===== src/rtl/text_pkg.sv =====
// Shared constants, FSM state type and ROM address helper for the text line renderer.
package text_pkg;

  localparam int unsigned GLYPH_W    = 8;
  localparam int unsigned GLYPH_H    = 16;
  localparam logic [7:0]  CHAR_SPACE = 8'h20;

  typedef enum logic [1:0] {StIdle, StFetch, StShift} state_e;

  // Codes with bit 7 set are rendered blank, but the ROM address stays within 0..127.
  function automatic logic [7:0] rom_addr(input logic [7:0] code);
    return {1'b0, code[6:0]};
  endfunction

endpackage


===== src/rtl/text_line_buf.sv =====
// One-line text buffer: COLS character codes, one write port, one asynchronous read port.
module text_line_buf
  import text_pkg::*;
#(
  parameter int unsigned COLS  = 16,
  parameter int unsigned ADDRW = $clog2(COLS)
) (
  input  logic             clk_i,
  input  logic             rst_i,
  input  logic             wr_en_i,
  input  logic [ADDRW-1:0] wr_addr_i,
  input  logic [7:0]       wr_data_i,
  input  logic [ADDRW-1:0] rd_addr_i,
  output logic [7:0]       rd_data_o
);

  // Sized to the full address space so out-of-range columns need no guard logic.
  localparam int unsigned Depth = 2 ** ADDRW;

  logic [7:0] mem_q [Depth];

  always_ff @(posedge clk_i) begin
    if (rst_i) begin
      for (int i = 0; i < Depth; i++) begin
        mem_q[i] <= CHAR_SPACE;
      end
    end else if (wr_en_i) begin
      mem_q[wr_addr_i] <= wr_data_i;
    end
  end

  assign rd_data_o = mem_q[rd_addr_i];

endmodule


===== src/rtl/char_line_renderer.sv =====
// Walks the text buffer through an external char_rom and serializes each glyph row slice
// into a gap-free MSB-first pixel stream.
module char_line_renderer
  import text_pkg::*;
#(
  parameter int unsigned COLS  = 16,
  parameter int unsigned PIX_W = $clog2(COLS * 8)
) (
  input  logic                    clk_i,
  input  logic                    rst_i,
  input  logic                    start_i,
  input  logic [3:0]              row_i,
  input  logic                    wr_en_i,
  input  logic [$clog2(COLS)-1:0] wr_addr_i,
  input  logic [7:0]              wr_data_i,
  output logic [7:0]              rom_char_o,
  output logic [3:0]              rom_row_o,
  input  logic [7:0]              rom_data_i,
  output logic                    pixel_o,
  output logic                    pixel_valid_o,
  output logic [PIX_W-1:0]        pix_x_o,
  output logic                    busy_o,
  output logic                    done_o
);

  localparam int unsigned     ColW    = $clog2(COLS);
  localparam logic [ColW-1:0] LastCol = ColW'(COLS - 1);

  state_e          state_q;
  logic [ColW-1:0] col_q;
  logic [2:0]      bit_q;
  logic [3:0]      row_q;
  logic [7:0]      shift_q;
  logic            done_q;

  logic [ColW-1:0] rd_addr;
  logic [7:0]      rd_code;
  logic [7:0]      slice;
  logic            prefetch;

  text_line_buf #(
    .COLS  (COLS),
    .ADDRW (ColW)
  ) u_buf (
    .clk_i     (clk_i),
    .rst_i     (rst_i),
    .wr_en_i   (wr_en_i),
    .wr_addr_i (wr_addr_i),
    .wr_data_i (wr_data_i),
    .rd_addr_i (rd_addr),
    .rd_data_o (rd_code)
  );

  always_comb begin
    prefetch   = (state_q == StShift) && (bit_q == 3'd7) && (col_q != LastCol);
    rd_addr    = prefetch ? col_q + ColW'(1) : col_q;
    rom_char_o = CHAR_SPACE;
    if ((state_q == StFetch) || prefetch) begin
      rom_char_o = rom_addr(rd_code);
    end
    slice = rd_code[7] ? 8'h00 : rom_data_i;
  end

  always_ff @(posedge clk_i) begin
    if (rst_i) begin
      state_q <= StIdle;
      col_q   <= '0;
      bit_q   <= '0;
      row_q   <= '0;
      shift_q <= '0;
      done_q  <= 1'b0;
    end else begin
      done_q <= 1'b0;
      unique case (state_q)
        StIdle: begin
          if (start_i) begin
            row_q   <= row_i;
            col_q   <= '0;
            state_q <= StFetch;
          end
        end
        StFetch: begin
          shift_q <= slice;
          bit_q   <= '0;
          state_q <= StShift;
        end
        StShift: begin
          if (bit_q == 3'd7) begin
            bit_q <= '0;
            if (col_q != LastCol) begin
              // Load the next glyph on the last bit so the stream has no gap.
              shift_q <= slice;
              col_q   <= col_q + ColW'(1);
            end else begin
              col_q   <= '0;
              state_q <= StIdle;
              done_q  <= 1'b1;
            end
          end else begin
            shift_q <= {shift_q[6:0], 1'b0};
            bit_q   <= bit_q + 3'd1;
          end
        end
        default: state_q <= StIdle;
      endcase
    end
  end

  always_comb begin
    pixel_valid_o = (state_q == StShift);
    pixel_o       = pixel_valid_o & shift_q[7];
    pix_x_o       = '0;
    if (pixel_valid_o) begin
      pix_x_o = (PIX_W'(col_q) << 3) + PIX_W'(bit_q);
    end
    rom_row_o = row_q;
    busy_o    = (state_q != StIdle);
    done_o    = done_q;
  end

endmodule


===== config.mk =====
export PLATFORM = sky130hd
export DESIGN_NAME = char_line_renderer
export DESIGN_NICKNAME = d
export VERILOG_FILES = /design/src/rtl/text_pkg.sv /design/src/rtl/text_line_buf.sv /design/src/rtl/char_line_renderer.sv
export SDC_FILE = /design/constraint.sdc
export NUM_CORES = 1
export LEC_CHECK = 0
export CAP_MARGIN = 20
export CELL_PAD_IN_SITES_DETAIL_PLACEMENT = 0
export CELL_PAD_IN_SITES_GLOBAL_PLACEMENT = 1
export CORE_MARGIN = 1.5
export CORE_UTILIZATION = 44
export CTS_CLUSTER_DIAMETER = 150
export DETAILED_ROUTE_END_ITERATION = 10
export PLACE_DENSITY_LB_ADDON = 0.3
export SYNTH_ARGS = -nofsm -noshare
export SYNTH_HDL_FRONTEND = slang
export SYNTH_HIERARCHICAL = 1
export SYNTH_SLANG_ARGS = --single-unit

===== constraint.sdc =====
create_clock -name clk_i -period 3.2 [get_ports clk_i]
set_input_delay 0.48 -clock clk_i [delete_from_list [all_inputs] [get_ports clk_i]]
set_output_delay 0.48 -clock clk_i [all_outputs]
set_load 0.01 [all_outputs]

==> results.txt <==
----------------------------------------------------
[Run status]
  Status ... complete, but fails checks
  Violated checks ... negative setup slack

[CTS]
  Clock transition at the registers of the reported paths ... 0.06 ns
  Clock tree root buffer cell ... clkbuf_16
  Total number of H-tree levels ... 4
  TritonCTS clock tree ... built
  Number of clock sinks seen by CTS ... 150
  Clock insertion delay at the later pin of the skew report ... 0.43 ns
  Clock Tree Buf Depth ... 2
  Quantity of hold-fixing buffers added after cts ... 0
  Number of buffers created by CTS ... 17

[Floorplan]
  I/O pin cnt ... 51
  Horizontal die dimension ... 130.7 microns
  Number of rows created at floorplan ... 46
  Die Y-Extent ... 130.7 microns
  Core footprint ... 15890 sq um
  Die area ... 17080 sq um
  Starting Density ... 45.16%

[Global route]
  Met3 track demand over resource in global routing ... 4.642%
  First-pass GRT wire length ... 24.80 mm
  Met2 global-route usage ... 33.75%
  Pin count of the biggest net entering global routing ... 41
  Total overflow reported by the global router ... 0
  Met1 global-route usage ... 27.15%
  Vias in the first global route ... 4388
  Initial antenna violation count ... 0
  GRT Max-Usage Layer ... met2
  Global Route Usage Sum ... 20.56%

[Synthesis]
  Most frequent cells after synthesis ... edfxtp_1 (128), and2_1 (121), mux4_2 (32)
  Cell with the most instances after synthesis ... edfxtp_1
  Netlist area before placement ... 7173 sq um
  Register area share after synthesis ... 59.72%
  Area fraction of the dominant cell type after synthesis ... 53.58%
  Leading post-synthesis cells by cell area ... edfxtp_1 (54%), and2_1 (11%), mux4_2 (10%), dfxtp_1 (6.1%), a22oi_1 (1.7%)
  Synth unique cells ... 47
  Asr flop ratio synth ... 0%
  Post-synth net total ... 567
  Seq cells post-synth ... 150
  Main flop type after synthesis ... edfxtp_1
  Post-synth top area cell ... edfxtp_1
  Number of flops mapped to enable cells by yosys ... 128
  Post-Syn Instances ... 530
  Ys Warns ... 6
  Syn_area_per_cell ... 13.53 sq um

[STA]
  Number of slew-limit violations in the final report ... 0
  Top achievable clock speed ... 289.1 MHz
  Transition time at the pin with the least slew margin ... 0.7672 ns
  Worst slew margin relative to its limit ... 48.70%
  Unrepaired setup endpoints after global routing ... true
  Maximum clock skew at final layout ... 0.007010 ns
  Min Clock Period, post-route ... 3.459 ns
  Post-route fraction of the period consumed by the critical path ... 108.1%
  Setup ws final ... -0.2588 ns
  Final hold viol count ... 0
  Total of endpoints with negative setup slack in the final report ... 7

[Detailed routing]
  Remaining routing DRC violations ... 0
  Detail Route Antenna Nets ... 0
  Routed vias ... 4540
  Number of DRC violations after detailed-routing iteration 0 ... 345
  Number of iterations in the first detailed-routing pass ... 4
  Wire length reported by the detailed router ... 16.49 mm
  Routed wire length per instance ... 19.33 microns
  Via count normalized by instance count ... 5.322

[Worst setup path]
  Kind of capture point of the worst setup path ... output port
  Category of the worst setup path launch point ... register
  Highest fanout seen on the critical path ... 7
  Worst Path Class, Setup ... reg2out
  Arr. time, crit path ... 2.98 ns
  Critical R2R Launch ... bit_q[0]$_SDFFE_PP0P_
  Launch point of the worst path ... bit_q[0]$_SDFFE_PP0P_
  Data required time at the worst endpoint ... 2.72 ns
  Worst reg2reg endpoint ... shift_q[0]$_SDFFE_PP0P_
  Setup slack, reg-to-reg ... 0.09 ns
  Worst Reg-to-Reg Cells ... 15
  Last element of the critical path ... rom_char_o[2]

[Placed design]
  Post-DP HPWL ... 11.04 mm
  Final Wtd Congestion ... 0.8659
  Port Buf Inserts ... 49
  Area post-placement ... 8188 sq um

[Pwr]
  Leakage Power ... 0.003203 uW
  Power per cell area ... 574.2 nW/um^2
  Worst VDD drop ... 0.0004076 V

[Layout]
  Finished layout cell area ... 9097 sq um
  Layout cells sized above 1 ... 27.00%
  Final core area utilization ... 57.27%
  Synth-to-Final Area Change ... 26.83%
  Nets@finish ... 661
  Antenna Cells ... 0

[Run]
  Max capacitance violation total ... 0

[Worst hold path]
  Worst min-delay path class ... reg2reg

----------------------------------------------------
-- repair_timing --
action                                  in CTS  in global routing
gates resized for setup                     52                 17
gates cloned                                 2                  0
setup buffers                               13                  3
pin swaps                                   14                  8
endpoints found under the setup margin      14                 14
-- worst min path at each step --
| stage | startpoint | end | slack, ns | cells past startpoint |
|---|---|---|---|---|
| 6_report | rom_row_o[0]$_SDFFE_PP0P_ | rom_row_o[0]$_SDFFE_PP0P_ | 0.46 | 2 |
| 2_1_floorplan | shift_q[0]$_SDFFE_PP0P_ | shift_q[0]$_SDFFE_PP0P_ | 0.45 | 2 |
| 5_1_grt | rom_row_o[1]$_SDFFE_PP0P_ | rom_row_o[1]$_SDFFE_PP0P_ | 0.47 | 2 |
| 3_5_place_dp | rom_row_o[1]$_SDFFE_PP0P_ | rom_row_o[1]$_SDFFE_PP0P_ | 0.45 | 2 |
| 3_3_place_gp | rom_row_o[0]$_SDFFE_PP0P_ | rom_row_o[0]$_SDFFE_PP0P_ | 0.44 | 2 |
| 4_1_cts | rom_row_o[1]$_SDFFE_PP0P_ | rom_row_o[1]$_SDFFE_PP0P_ | 0.46 | 2 |
-- final cells by class --
cell class | instances | area [sq um]
fillers | 1292 | 6788
flip-flops and latches | 150 | 4287
multi-input cells | 345 | 2912
repair buffers | 105 | 1046
clock buffers | 18 | 429.2
well taps | 216 | 270.3
clock inverters | 14 | 135.1
inverters | 5 | 18.77
-- state kept, by name (all words and copies together), names as in the netlist --
signal	flops
shift_q	8
done_o	1
state_q	2
bit_q	3
rom_row_o	4
u_buf/mem_q	128
col_q	4
-- cell usage in the layout (no fill, tap or decap), types with 3 or more instances in the layout --
master           synthesis  layout
dfxtp_1                 22      20
ha_4                     0       3
a21oi_1                 16      16
nor3b_1                  7       4
inv_1                    5       5
nor2b_4                  1       3
clkbuf_16                0      17
a22oi_2                  0      13
clkinv_2                 0       6
nand3_1                  9       8
nor3_2                   3       3
buf_2                    1       5
a22oi_1                 16       3
nor3_1                   3       3
nand2b_1                12      12
nor2_1                  22      22
nand2_1                 20      18
buf_12                   0       9
or2_1                   13      13
or2_2                    4       3
clkdlybuf4s50_1          0      42
mux4_2                  32      32
a211oi_1                 8       6
buf_4                    2      45
nor2b_1                 11       8
or3_1                   14      14
edfxtp_1               128     128
nor3b_2                  0       3
ha_1                     9       6
and2_1                 121     120
-- critical path, stage by stage (launching register included) --
cell     delay, ns
dfxtp_2       0.35
ha_4          0.14
ha_4          0.13
nand2_4       0.05
nor2b_4       0.17
xor2_4        0.28
buf_12        0.17
buf_12        0.13
mux4_2        0.51
a22oi_2       0.21
nand2_1       0.09
nor2b_1       0.14
buf_2         0.16
-- logic make-up (layout without fill, tap and decap cells) --
family | Yosys count | count (layout) | synth area share [%]
compound gates | 46 | 46 | 4.221
xor+xnor | 3 | 3 | 0.3664
flops | 150 | 150 | 59.72
other cells | 1 | 1 | 0.05228
buf+inv | 35 | 142 | 2.389
fa+ha+maj | 9 | 9 | 1.570
mux | 35 | 35 | 10.48
simple gates | 251 | 251 | 21.19
-- layer usage --
| layer | up-vias | share of wire [%] |
|---|---|---|
| met1 | 2265 | 43 |
| met4 | 0 | 1.3 |
| met2 | 137 | 49 |
| met5 | - | 0 |
| li1 | 2122 | - |
| met3 | 16 | 6.0 |
-- through the flow --
| stage | setup TNS, ns | instances | total power (uW) | hold slack [ns] | setup slack [ns] |
|---|---|---|---|---|---|
| 6_report | -1.595 | 853 | 5224 | 0.4641 | -0.2588 |
| 5_1_grt | -2.909 | 853 | 5429 | 0.4728 | -0.3711 |
| 4_1_cts | -1.720 | 850 | 5228 | 0.4592 | -0.2839 |
| 3_5_place_dp | -2.593 | 803 | 3267 | 0.4507 | -0.4039 |
| 3_3_place_gp | -2.352 | 803 | 3242 | 0.4443 | -0.3859 |
| 2_1_floorplan | 0 | 530 | 2923 | 0.4489 | 0.04900 |
-- where the power goes --
| group | switching [uW] | internal (uW) |
|---|---|---|
| sequential | 66.7 | 2280 |
| combinational | 495 | 461 |
| clock | 782 | 1140 |
| total | 1340 | 3880 |
(Power assumes the default switching activity.)
